[src/rtl/sat_pkg.sv]
// Shared types and saturation bounds for the saturating frame accumulator.
package sat_pkg;

  typedef enum logic [1:0] {
    ST_IDLE  = 2'd0,
    ST_ACCUM = 2'd1,
    ST_DONE  = 2'd2
  } state_e;

  // Largest positive two's-complement value of width w, zero-extended to 64 bits.
  function automatic logic [63:0] SAT_MAX(input int w);
    return (64'd1 << (w - 1)) - 64'd1;
  endfunction

  // Most negative two's-complement value of width w; only the low w bits are meaningful.
  function automatic logic [63:0] SAT_MIN(input int w);
    return ~SAT_MAX(w);
  endfunction

endpackage

[src/rtl/sat_addsub.sv]
// Combinational N-bit signed add/subtract with clamping to the representable range.
module sat_addsub
  import sat_pkg::*;
#(
  parameter int N = 4
) (
  input  logic [N-1:0] acc_i,
  input  logic [N-1:0] a_i,
  input  logic         sub_i,
  output logic [N-1:0] res_o,
  output logic         ovf_o
);

  localparam logic [N-1:0] MAX_C = N'(SAT_MAX(N));
  localparam logic [N-1:0] MIN_C = N'(SAT_MIN(N));

  logic [N:0] acc_x_s;
  logic [N:0] a_x_s;
  logic [N:0] sum_s;

  assign acc_x_s = {acc_i[N-1], acc_i};
  assign a_x_s   = {a_i[N-1], a_i};

  // Exact N+1-bit result; the two top bits disagree exactly when it leaves the N-bit range.
  always_comb begin
    sum_s = {(N+1){1'b0}};
    res_o = {N{1'b0}};
    ovf_o = 1'b0;
    if (sub_i) begin
      sum_s = acc_x_s - a_x_s;
    end else begin
      sum_s = acc_x_s + a_x_s;
    end
    case (sum_s[N:N-1])
      2'b01: begin
        res_o = MAX_C;
        ovf_o = 1'b1;
      end
      2'b10: begin
        res_o = MIN_C;
        ovf_o = 1'b1;
      end
      default: begin
        res_o = sum_s[N-1:0];
        ovf_o = 1'b0;
      end
    endcase
  end

endmodule

[src/rtl/sat_accumulator.sv]
// Frame accumulator: sums TAPS signed samples with per-step saturation and
// presents the result with a valid/ready handshake.
module sat_accumulator
  import sat_pkg::*;
#(
  parameter int N    = 4,
  parameter int TAPS = 4
) (
  input  logic         clk,
  input  logic         rst_n,
  input  logic         in_valid,
  output logic         in_ready,
  input  logic [N-1:0] A,
  input  logic         sub,
  output logic         out_valid,
  input  logic         out_ready,
  output logic [N-1:0] S,
  output logic         sat_flag
);

  localparam int            CW     = $clog2(TAPS) + 1;
  localparam logic [CW-1:0] LAST_C = CW'(TAPS - 1);

  state_e        state_q, state_d;
  logic [N-1:0]  acc_q, acc_d;
  logic [CW-1:0] cnt_q, cnt_d;
  logic          sat_q, sat_d;
  logic          in_ready_q, in_ready_d;
  logic          out_valid_q, out_valid_d;

  logic          accept_s;
  logic          last_s;
  logic [N-1:0]  operand_s;
  logic [N-1:0]  step_res_s;
  logic          step_ovf_s;

  assign accept_s  = in_valid & in_ready_q;
  assign last_s    = (cnt_q == LAST_C);
  // A new frame starts from zero, not from the previous frame's result.
  assign operand_s = (state_q == ST_IDLE) ? {N{1'b0}} : acc_q;

  sat_addsub #(.N(N)) u_addsub (
    .acc_i (operand_s),
    .a_i   (A),
    .sub_i (sub),
    .res_o (step_res_s),
    .ovf_o (step_ovf_s)
  );

  // Next-state logic for FSM, tap counter, accumulator and sticky flag.
  always_comb begin
    state_d = state_q;
    acc_d   = acc_q;
    cnt_d   = cnt_q;
    sat_d   = sat_q;
    case (state_q)
      ST_IDLE: begin
        if (accept_s) begin
          acc_d = step_res_s;
          sat_d = step_ovf_s;
          if (last_s) begin
            state_d = ST_DONE;
            cnt_d   = {CW{1'b0}};
          end else begin
            state_d = ST_ACCUM;
            cnt_d   = cnt_q + CW'(1);
          end
        end else begin
          state_d = ST_IDLE;
        end
      end
      ST_ACCUM: begin
        if (accept_s) begin
          acc_d = step_res_s;
          sat_d = sat_q | step_ovf_s;
          if (last_s) begin
            state_d = ST_DONE;
            cnt_d   = {CW{1'b0}};
          end else begin
            state_d = ST_ACCUM;
            cnt_d   = cnt_q + CW'(1);
          end
        end else begin
          state_d = ST_ACCUM;
        end
      end
      ST_DONE: begin
        if (out_ready) begin
          state_d = ST_IDLE;
        end else begin
          state_d = ST_DONE;
        end
      end
      default: begin
        state_d = ST_IDLE;
        acc_d   = {N{1'b0}};
        cnt_d   = {CW{1'b0}};
        sat_d   = 1'b0;
      end
    endcase
    in_ready_d  = (state_d != ST_DONE);
    out_valid_d = (state_d == ST_DONE);
  end

  // State and output registers.
  always_ff @(posedge clk or negedge rst_n) begin
    if (!rst_n) begin
      state_q     <= ST_IDLE;
      acc_q       <= {N{1'b0}};
      cnt_q       <= {CW{1'b0}};
      sat_q       <= 1'b0;
      in_ready_q  <= 1'b1;
      out_valid_q <= 1'b0;
    end else begin
      state_q     <= state_d;
      acc_q       <= acc_d;
      cnt_q       <= cnt_d;
      sat_q       <= sat_d;
      in_ready_q  <= in_ready_d;
      out_valid_q <= out_valid_d;
    end
  end

  assign in_ready  = in_ready_q;
  assign out_valid = out_valid_q;
  assign S         = acc_q;
  assign sat_flag  = sat_q;

endmodule

[config.mk]
export PLATFORM = sky130hd
export DESIGN_NAME = sat_accumulator
export DESIGN_NICKNAME = d
export VERILOG_FILES = /design/src/rtl/sat_pkg.sv /design/src/rtl/sat_addsub.sv /design/src/rtl/sat_accumulator.sv
export SDC_FILE = /design/constraint.sdc
export NUM_CORES = 1
export LEC_CHECK = 0
export CAP_MARGIN = 20
export CORE_MARGIN = 4
export CORE_UTILIZATION = 54
export CTS_CLUSTER_SIZE = 10
export DETAILED_ROUTE_END_ITERATION = 8
export GPL_TIMING_DRIVEN = 0
export PLACE_DENSITY = 0.81
export SYNTH_ARGS = -nofsm -noshare
export SYNTH_HDL_FRONTEND = slang
export SYNTH_HIERARCHICAL = 1
export SYNTH_SLANG_ARGS = --single-unit
[constraint.sdc]
create_clock -name clk -period 4.35 [get_ports clk]
set_input_delay 0.87 -clock clk [delete_from_list [all_inputs] [get_ports clk]]
set_output_delay 0.87 -clock clk [all_outputs]
set_load 0.02 [all_outputs]
======== Word level (Yosys, flattened, before mapping) ========
Cells that the tools add are included.
W data, S select, Z words.
operators by class
  $add $sub $neg .......................... 3
  $mul .................................... 0
  div/mod/pow operators ................... 0
  magnitude comparators ................... 0
  eq/ne operators ......................... 10
  shifts and indexed selects .............. 0
  mux-type cells .......................... 17
  bitwise gates (word level) .............. 3
  reduce and logical (&&, ||, !) cells .... 5
operators by type and width
  operator               count
  $pmux W4 S2            2
  $mux W2                4
  $mux W4                2
  $eq A2 B2 Y1 const B   3
  $mux W3                2
  $ne A2 B2 Y1 const B   3
  $pmux W2 S3            1
  $pmux W3 S2            1
  $add A4 B4 Y5          1
  $mux W5                1
  $sub A4 B4 Y5          1
  $eq A2 B1 Y1 const B   2
  $reduce_or A2 Y1       2
  $add A3 B1 Y3 const B  1
  $eq A3 B2 Y1 const B   1
  $mux W1                3
  $pmux W1 S3            1
  $reduce_and A3 Y1      1
  $logic_not A2 Y1       1
  $ne A2 B1 Y1 const B   1
  $reduce_and A2 Y1      1
  $and A1 B1 Y1          1
  $not A1 Y1             1
  $or A1 B1 Y1           1
storage, ports and cells
  flip-flop bits (word level) ............. 12
  latch bits .............................. 0
  memory bits (writable) .................. 0
  ROM bits ................................ 0
  input bits .............................. 9
  output and inout bits ................... 7
  memories ................................ 0

======== Longest topological paths before layout ========
Gate-level depths: netlist of run 1.
  depth after elaboration ................. 10
  gate-level depth with buffers ........... 17
  mapped depth without buffers ............ 16

======== Cells and area by module ========
The synthesis of run 1 kept the hierarchy.
modules (own cells, without submodules)
  module           instances  cells an instance  area each (um^2)
  sat_accumulator  1          54                 578.1
  sat_addsub       1          46                 337.8

======== Least setup slack after synthesis of run 1 ========
No wires, ideal clock.
  kind .................................... in2reg
  start ................................... in A[0]
  end ..................................... reg acc_q[3] (netlist: S[3])
  setup time .............................. 0.121 ns
  arrival ................................. 2.967 ns
  data required time ...................... 4.229 ns
  path slack .............................. 1.262 ns
  stages on the path ...................... 15
  path buffers ............................ 0
  path through ............................ inv_1 > ha_1 > mux2i_1 > ha_1 > nor2b_1 > o21ai_1 > nand2b_1 > xnor2_1 > ha_1 > inv_1 > nor2_1 > a22oi_1 > nand2_1 > inv_1 > o21ai_1
between the ends
  cells in the longest elaborated chain, start to end .. 6
  elaborated cells between the ends (all ways) .. 8
  those cells by class .................... add/sub: 2; eq/ne: 2; mux: 4
ends and longest elaborated chain
  element                                         line                                          RTL
  from (decl)                                     sat_accumulator.sv:13                         input logic [N-1:0] A,
  $add A4 B4 Y5 or $sub A4 B4 Y5 (tied branches)  sat_addsub.sv:32, sat_addsub.sv:30
  $mux W5 (*)                                     sat_addsub.sv:29                              if (sub_i) begin
  $eq A2 B2 Y1 or $eq A2 B1 Y1 (tied branches)    sat_addsub.sv:34                              case (sum_s[N:N-1])
  $pmux W4 S2 (*)                                 sat_addsub.sv:34
  net step_res_s[3]                               sat_accumulator.sv:34                         logic [N-1:0] step_res_s;
  $mux W4 (*)                                     sat_accumulator.sv:58, sat_accumulator.sv:73
  $pmux W4 S2 (*)                                 sat_accumulator.sv:56                         case (state_q)
  to (signal assigned)                            sat_accumulator.sv:109                        acc_q <= {N{1'b0}};
  to (decl)                                       sat_accumulator.sv:25                         logic [N-1:0] acc_q, acc_d;
The timed path passes the listed nets; every way through them passes the cells marked *. The select of a mux whose other input is x is not followed.
A chain may end at the register's enable or synchronous reset.

======== Worst setup path in the final report of run 1 ========
Ends and elaborated chain as after synthesis.

==> flow_summary_export.csv, run 1 <==
group,metric,value,unit
status,status,"finished clean",
synth,yosys.area.top_type,"dfrtp_1",
clock_tree,clockBufferDepth,2,
min_path,hold_depth,2,
timing,setup_violations,0,
setup_path,cp_cell_sequence,"clkdlybuf4s50_1 -> inv_1 -> ha_1 -> mux2i_1 -> ha_1 -> nor2b_1 -> o21ai_1 -> nand2b_1 -> xnor2_1 -> ha_1 -> inv_1 -> nor2_1 -> a22oi_1 -> nand2_1 -> inv_1 -> o21ai_1",
setup_path,worstReg2RegStart,"state_q[1]",
synth,synth_cell_types,32,
synth,avgSynthCellArea,9.16,sq um
final_layout,multi_input_comb_area,558,sq um
placed_design,dp_hpwl,1.49,mm
power,netSwitchingFraction,47.2,%
synth,synth.cell_area,916,sq um
setup_path,path_buf_inv,4,
detailed_routing,wirelength,1.86,mm
timing,worst_pin_slew,0.557,ns
synth,ys_ff_latch,12,
setup_path,cp.required,4.52,ns
power,comb_power_share,68.5,%
detailed_routing,ant_nets,0,
detailed_routing,routedWlPerCell,13.8,um
timing,clock_skew,0.00709,ns
synth,ys.flop_type,"dfrtp_1",
timing,rsz0062_at_grt,"false",
min_path,hp-start,"cnt_q[2]",
floorplanning,fp.dieW,49.2,um
setup_path,cp.arrival,3.90,ns
floorplanning,ioPinCount,16,
power,power.leakage,0.521,nW
floorplanning,die_y,49.2,um
setup_path,slowest_stage,"clkdlybuf4s50_1",
clock_tree,postCtsHoldBufs,0,
job,drv_cap,0,
setup_path,reg2reg_depth,17,
timing,clock.fmax,0.268,GHz
min_path,hold_path_end,"cnt_q[2]",
timing,period_share,85.7,%
clock_tree,clock_latency,0.28,ns
synth,yosysSeqAreaShare,32.9,%
floorplanning,fp.coreArea,1560,sq um
setup_path,crit_path_max_incr_delay,0.51,ns
global_route,grt_pass1_vias,692,
detailed_routing,viasPerCell,5.65,
timing,finalHoldViolCount,0,
final_layout,finalNonFillerCells,135,
timing,final.setup.worst_slack,0.623,ns
clock_tree,htreeDepth,1,
synth,yosysWarnings,6,
final_layout,drive_gt1_share,10.9,%
power,peakVddDrop,0.000444,V
final_layout,n_fill_cell,122,
floorplanning,start_util,58.7,%
synth,synth_top_area_share,30.1,%
timing,fin_crit,3.73,ns
synth,synth_nets,118,
placed_design,dp_slack,0.330,ns
placed_design,place.gp.congestion,0.817,
synth,synth_common_cells,"dfrtp_1 (11), inv_1 (9), nor2_1 (9)",
final_layout,n_antenna_cell,0,
setup_path,regToRegEndpoint,"S[3]",
power,p_int,0.470,mW
global_route,antenna_found_initial,0,
setup_path,r2r_slack,1.20,ns
timing,maxSlewHeadroom,62.8,%
final_layout,seq_area,302,sq um
floorplanning,die_area,2420,sq um
synth,synth-async-reset-ratio,100,%
timing,maxSlewViolCount,0,
synth,synth_most_common_cell,"dfrtp_1",
detailed_routing,dr.pass1.iters,4,
global_route,grt_usage,16.6,%
clock_tree,cts_resized,0,
min_path,min_path_type,"register to register",
final_layout,syn_to_final_growth,22.5,%
setup_path,end_kind,"register",
final_layout,final_nets,138,
power,clockPowerShare,9.9,%
floorplanning,rows,14,
setup_path,path_class,"input pin to register",
synth,netlist_instances,100,
clock_tree,path_clk_slew,0.08,ns
clock_tree,root_buffer,"clkbuf_4",
setup_path,critPathMaxFanout,6,
clock_tree,cts_setup_buffers,0,
clock_tree,numCtsBuffers,3,
setup_path,critPathLaunchType,"input pin",
power,powerDensity,793,nW/um^2
synth,synthTopCellsByArea,"dfrtp_1 (30%), ha_1 (11%), xnor2_1 (4.8%)",
detailed_routing,drc,0,
timing,setup_tns,0,ns
detailed_routing,drtIter0Drc,17,
synth,synth_edf_count,0,
placed_design,io_buffers,15,
power,pwr-share-seq,21.6,%
setup_path,crit_family,"adder cells",
global_route,grt_pass1_wl,3.00,mm
clock_tree,tritoncts,"yes",
detailed_routing,routed-via-count,763,
global_route,grt_max_degree,13,
power,p_sw,0.420,mW
placed_design,dp_cells,131,
clock_tree,cts_num_sinks,12,
global_route,grt_overflow,0,
## sequential cells by signal, indices dropped and copies added (netlist names)
register and flops:
in_ready 1, S 4, sat_flag 1, state_q 2
out_valid 1, cnt_q 3
## cells by family after synthesis
family | after synthesis | share of synthesized area, %
mux | 2 | 2.19
simple gates | 38 | 22.7
flops | 12 | 32.9
buf+inv | 11 | 6.15
xor+xnor | 8 | 8.47
compound gates | 20 | 14.5
fa+ha+maj | 9 | 13.1
## power by group through the flow
stage	clock [mW]	sequential, mW	combinational, mW
6_report	0.0884	0.192	0.609
3_5_place_dp	0	0.194	0.609
3_3_place_gp	0	0.190	0.579
5_1_grt	0.100	0.199	0.680
2_1_floorplan	0	0.217	0.414
4_1_cts	0.0929	0.192	0.614
## per-layer routing
| layer | vias up | part of all wire (%) | global-route usage, % | wire (um) |
|---|---|---|---|---|
| li1 | 381 | - | - | - |
| met1 | 357 | 47 | 20.8 | 874 |
| met2 | 20 | 47 | 25.4 | 873 |
| met3 | 5 | 4.8 | 5.81 | 89 |
| met4 | 0 | 1.3 | 7.58 | 25 |
| met5 | - | 0 | 0 | 0 |
## final cells by class
type                            count  area share [%]
Clock buffer                        4            3.23
Multi-Input combinational cell     77            49.7
Timing Repair Buffer               15            13.4
Sequential cell                    12            26.9
Inverter                            9            3.01
Buffer                              2            2.01
Tap cell                           16            1.78
## tightest hold or removal path: stages, from the launching register on
cell     delay (ns)
dfrtp_1        0.38
nand2_1        0.06
a21oi_1        0.04
## through the flow
stage	hold WS (ns)	total power, mW	utilization [%]	cell area, sq um
2_1_floorplan	0.477	0.631	-	916
5_1_grt	0.549	0.979	72.0	1120
4_1_cts	0.516	0.899	72.0	1120
6_report	0.511	0.890	72.0	1120
3_3_place_gp	0.489	0.769	69.7	1090
3_5_place_dp	0.505	0.803	69.7	1090
## worst max path at each step
stage / start / to / depth (start not counted)
after global placement: A[0] / S[3] / 16
final: A[0] / S[3] / 16
after detailed placement: A[0] / S[3] / 16
after floorplan: A[0] / S[3] / 15
after CTS: A[0] / S[3] / 16
after global routing: A[0] / S[3] / 16
## cell usage in the layout (no fill, tap or decap), types with 3 or more instances in the layout
cell type	n
nand2b_1	3
clkbuf_4	3
nand3_1	5
clkdlybuf4s50_1	15
o21ai_1	5
ha_1	8
o21ai_0	3
nor2b_1	6
dfrtp_1	11
inv_1	9
nand2_1	8
xnor2_1	5
nor2_1	9
Note: power is estimated with default switching activity, not from simulation.
==> inputs of run 2 (changes only) <==
- MAX_ROUTING_LAYER: unset -> met4
==> run 2 against run 1 <==
Combinational power barely moved. Worst hold slack better by 0.0019 ns. Sequential power about the same. Core utilization unchanged. Total power hardly changed. Non-clock buffer count unchanged. Fmax is essentially flat. Global-route usage is 0.46 points higher. Register-to-register slack about the same. Final area unchanged. Flip-flop and latch count did not move. Highest routed layer unchanged.
==> flow_summary_export.csv, run 2 (synthesis results as in run 1) <==
group,metric,value,unit
placed_design,io_buffers,15,
placed_design,place.gp.congestion,0.829,
min_path,hold_path_end,"cnt_q[2]",
power,powerDensity,793,nW/um^2
clock_tree,postCtsHoldBufs,0,
clock_tree,cts_resized,0,
setup_path,cp_cell_sequence,"clkdlybuf4s50_1 -> inv_1 -> ha_1 -> mux2i_1 -> ha_1 -> nor2b_1 -> o21ai_1 -> nand2b_1 -> xnor2_1 -> ha_1 -> inv_1 -> nor2_1 -> a22oi_1 -> nand2_1 -> inv_1 -> o21ai_1",
final_layout,final_common_cell,"clkdlybuf4s50_1",
floorplanning,start_util,58.7,%
clock_tree,root_buffer,"clkbuf_4",
setup_path,critPathLaunchType,"input pin",
timing,final.setup.worst_slack,0.623,ns
timing,finalHoldViolCount,0,
global_route,grt_usage,17.1,%
placed_design,dp_slack,0.330,ns
final_layout,seq_area,302,sq um
detailed_routing,dr.pass1.iters,4,
timing,rsz0062_at_grt,"false",
status,status,"finished clean",
floorplanning,fp.coreArea,1560,sq um
setup_path,r2r_slack,1.20,ns
timing,maxSlewViolCount,0,
timing,clock_skew,0.00714,ns
global_route,grt_overflow,0,
job,drv_cap,0,
placed_design,dpl_cell_area,1090,sq um
setup_path,path_class,"input pin to register",
clock_tree,clock_latency,0.28,ns
detailed_routing,drc,0,
floorplanning,die_area,2420,sq um
clock_tree,htreeDepth,1,
global_route,grt_pass1_vias,693,
setup_path,critPathMaxFanout,6,
floorplanning,fp.dieW,49.2,um
min_path,hp-start,"cnt_q[2]",
final_layout,multi_input_comb_area,558,sq um
final_layout,fin_area,1120,sq um
setup_path,cp.arrival,3.90,ns
power,power.leakage,0.521,nW
setup_path,slowest_stage,"clkdlybuf4s50_1",
min_path,min_path_type,"register to register",
clock_tree,clockBufferDepth,2,
detailed_routing,wirelength,1.86,mm
floorplanning,rows,14,
final_layout,finalNonFillerCells,135,
global_route,antenna_found_initial,0,
final_layout,final_nets,138,
final_layout,drive_gt1_share,10.9,%
power,peakVddDrop,0.000444,V
clock_tree,tritoncts,"yes",
placed_design,dp_hpwl,1.49,mm
min_path,hold_depth,2,
clock_tree,path_clk_slew,0.08,ns
setup_path,cp.required,4.52,ns
final_layout,largest_reg_flops,4,
timing,fin_crit,3.73,ns
timing,worst_pin_slew,0.560,ns
power,total_power,0.890,mW
clock_tree,cts_num_sinks,12,
setup_path,crit_path_max_incr_delay,0.51,ns
timing,setup_violations,0,
global_route,grt_max_degree,13,
final_layout,n_antenna_cell,0,
setup_path,reg2reg_depth,17,
timing,period_share,85.7,%
final_layout,final_cell_mix,"clkdlybuf4s50_1 (15), dfrtp_1 (11), nor2_1 (9), inv_1 (9)",
clock_tree,cts_setup_buffers,0,
clock_tree,numCtsBuffers,3,
detailed_routing,routedWlPerCell,13.8,um
placed_design,dp_cells,131,
timing,setup_tns,0,ns
setup_path,end_kind,"register",
setup_path,regToRegEndpoint,"S[3]",
detailed_routing,ant_nets,0,
setup_path,worstReg2RegStart,"state_q[1]",
detailed_routing,viasPerCell,5.65,
floorplanning,ioPinCount,16,
global_route,grt_pass1_wl,2.99,mm
final_layout,syn_to_final_growth,22.5,%
detailed_routing,drtIter0Drc,17,
detailed_routing,routed-via-count,763,
final_layout,n_fill_cell,122,
timing,clock.fmax,0.268,GHz
floorplanning,die_y,49.2,um
timing,maxSlewHeadroom,62.6,%
[run 2: layer usage]
metal | wire, um | share of wire [%] | up-vias | GRT usage [%]
li1 | - | - | 381 | -
met1 | 880 | 47 | 357 | 20.6
met2 | 867 | 47 | 20 | 25.7
met3 | 89 | 4.8 | 5 | 5.81
met4 | 25 | 1.3 | 0 | 7.58
met5 | 0 | 0 | - | -
[run 2: power by group]
group / total, mW / leakage [nW] / switching, mW / internal (mW)
sequential: 0.192 / 0.148 / 0.0348 / 0.158
clock: 0.0885 / 0.0210 / 0.0375 / 0.0510
combinational: 0.609 / 0.351 / 0.348 / 0.262
total: 0.890 / 0.521 / 0.420 / 0.470
[run 2: per-stage QoR]
step           util, %  hold WS [ns]
6_report          72.0         0.513
5_1_grt           72.0         0.549
4_1_cts           72.0         0.516
3_5_place_dp      69.7         0.505
3_3_place_gp      69.7         0.489
2_1_floorplan        -         0.477
[run 2: critical path, delay by kind of cell]
kind | cells | cell delay (ns)
AND/OR/NAND/NOR | 4 | 0.45
multiplexers | 1 | 0.25
buffers and inverters | 4 | 0.82
AO/OA/AOI/OAI | 3 | 0.46
adder cells (fa/ha/maj) | 3 | 0.90
XOR/XNOR | 1 | 0.15
[run 2: worst max-delay path by stage]
stage / depth (start not counted) / to / slack, ns / from
6_report: 16 / S[3] / 0.62 / A[0]
5_1_grt: 16 / S[3] / 0.46 / A[0]
4_1_cts: 16 / S[3] / 0.63 / A[0]
3_5_place_dp: 16 / S[3] / 0.33 / A[0]
3_3_place_gp: 16 / S[3] / 0.49 / A[0]
2_1_floorplan: 15 / S[3] / 1.26 / A[0]
[run 2: layout make-up]
type	instances	area share (%)
multi-input cells	77	49.7
flip-flops and latches	12	26.9
repair buffers	15	13.4
clock buffers	4	3.23
inverters	9	3.01
plain buffers	2	2.01
well taps	16	1.78
==> inputs of run 3 (changes only) <==
- CORE_UTILIZATION: 54 -> 55
- CTS_CLUSTER_DIAMETER: unset -> 60
- PLACE_DENSITY: 0.81 -> 0.88
==> run 3 against run 2 <==
Die area shrank 1.5%. Fmax is 2.5% higher. Highest routed layer unchanged. Combinational power shrank 0.8%. Clock skew down 0.00060 ns. Final area unchanged. Register-to-register slack improved by 0.13 ns.
==> flow_summary_export.csv, run 3 (synthesis results as in run 1) <==
group,metric,value,unit
status,status,"finished clean",
setup_path,slowest_stage,"clkdlybuf4s50_1",
setup_path,path_class,"input pin to register",
detailed_routing,routed-via-count,790,
final_layout,syn_to_final_growth,22.5,%
floorplanning,start_util,59.4,%
floorplanning,fp.coreArea,1540,sq um
timing,maxSlewViolCount,0,
floorplanning,ioPinCount,16,
setup_path,cp.required,4.51,ns
detailed_routing,routedWlPerCell,13.1,um
power,power.leakage,0.521,nW
final_layout,drive_gt1_share,10.9,%
final_layout,n_antenna_cell,0,
timing,finalHoldViolCount,0,
setup_path,reg2reg_depth,17,
clock_tree,postCtsHoldBufs,0,
final_layout,finalNonFillerCells,135,
floorplanning,fp.dieW,48.8,um
power,peakVddDrop,0.000599,V
floorplanning,die_area,2380,sq um
power,clockPowerShare,9.9,%
detailed_routing,viasPerCell,5.85,
min_path,min_path_type,"register to register",
clock_tree,path_clk_slew,0.08,ns
setup_path,critPathMaxFanout,6,
final_layout,final_common_cell,"clkdlybuf4s50_1",
setup_path,end_kind,"register",
setup_path,cp_cell_sequence,"clkdlybuf4s50_1 -> inv_1 -> ha_1 -> mux2i_1 -> ha_1 -> nor2b_1 -> o21ai_1 -> nand2b_1 -> xnor2_1 -> ha_1 -> inv_1 -> nor2_1 -> a22oi_1 -> nand2_1 -> inv_1 -> o21ai_1",
min_path,hp-start,"cnt_q[2]",
final_layout,n_fill_cell,124,
clock_tree,numCtsBuffers,3,
timing,maxSlewHeadroom,65.0,%
clock_tree,tritoncts,"yes",
clock_tree,cts_num_sinks,12,
clock_tree,root_buffer,"clkbuf_4",
timing,fin_crit,3.64,ns
job,drv_cap,0,
detailed_routing,drc,0,
min_path,hold_depth,2,
detailed_routing,ant_nets,0,
floorplanning,die_y,48.8,um
clock_tree,cts_setup_buffers,0,
setup_path,cp.arrival,3.79,ns
timing,rsz0062_at_grt,"false",
timing,period_share,83.6,%
floorplanning,rows,14,
detailed_routing,wirelength,1.77,mm
timing,clock.fmax,0.275,GHz
global_route,grt_usage,16.3,%
setup_path,path_buf_inv,4,
power,comb_power_share,68.5,%
clock_tree,cts_resized,0,
power,pwr-share-seq,21.6,%
detailed_routing,dr.pass1.iters,4,
timing,setup_tns,0,ns
setup_path,critPathLaunchType,"input pin",
timing,clock_skew,0.00654,ns
final_layout,utilization,72.8,%
global_route,grt_pass1_wl,3.06,mm
global_route,grt_overflow,0,
setup_path,regToRegEndpoint,"S[3]",
min_path,hold_path_end,"cnt_q[2]",
final_layout,final_nets,138,
setup_path,worstReg2RegStart,"state_q[1]",
power,total_power,0.883,mW
setup_path,crit_family,"adder cells",
clock_tree,clock_latency,0.27,ns
placed_design,place.gp.congestion,0.712,
clock_tree,clockBufferDepth,2,
placed_design,io_buffers,15,
power,p_int,0.472,mW
global_route,antenna_found_initial,0,
placed_design,dp_cells,131,
global_route,grt_max_degree,13,
placed_design,dp_hpwl,1.37,mm
detailed_routing,drtIter0Drc,22,
setup_path,crit_path_max_incr_delay,0.52,ns
clock_tree,htreeDepth,1,
final_layout,final_cell_mix,"clkdlybuf4s50_1 (15), dfrtp_1 (11), nor2_1 (9), inv_1 (9)",
setup_path,r2r_slack,1.33,ns
power,netSwitchingFraction,46.5,%
final_layout,largest_reg_flops,4,
timing,setup_violations,0,
timing,worst_pin_slew,0.523,ns
global_route,grt_pass1_vias,727,
power,p_sw,0.411,mW
power,powerDensity,786,nW/um^2
-- run 3: cell counts in the layout (fill, tap and decap cells not counted) --
No cell type changed its count.
-- run 3: cell type report --
cell class | instances | area (sq um) | share of cell area (%)
tap | 16 | 20.0 | 1.78
inverter | 9 | 33.8 | 3.01
multi-input combinational | 77 | 558 | 49.7
timing repair buffer | 15 | 150 | 13.4
sequential | 12 | 302 | 26.9
buffer | 2 | 22.5 | 2.01
clock buffer | 4 | 36.3 | 3.23
-- run 3: how the worst max path moves through the flow --
stage,from,end,cells after the start
after floorplan,A[0],S[3],15
after CTS,A[0],S[3],16
after detailed placement,A[0],S[3],16
after global placement,A[0],S[3],16
final,A[0],S[3],16
after global routing,A[0],S[3],16
-- run 3: metrics by stage --
step	hold slack (ns)	setup slack (ns)	area (sq um)
finish	0.504	0.715	1120
global route	0.534	0.447	1120
CTS	0.510	0.702	1120
detailed placement	0.498	0.420	1090
global placement	0.488	0.524	1090
floorplan	0.477	1.26	916
-- run 3: tightest hold or removal path, cell delays in order, from the launching register on --
cell	delay, ns
dfrtp_1	0.38
nand2_1	0.06
a21oi_1	0.03
-- run 3: power groups by stage --
stage,clock network [mW],registers (mW),logic [mW]
after floorplan,0,0.217,0.414
after global placement,0,0.190,0.575
after detailed placement,0,0.192,0.593
after CTS,0.0907,0.190,0.602
after global routing,0.0979,0.196,0.672
final,0.0878,0.191,0.604
-- run 3: metal layers --
layer	routed length, um	global-route usage, %	up-vias
met1	807	20.4	378
met2	837	25.2	27
met3	111	4.89	4
met4	17	5.38	0
met5	0	-	-
li1	-	-	381
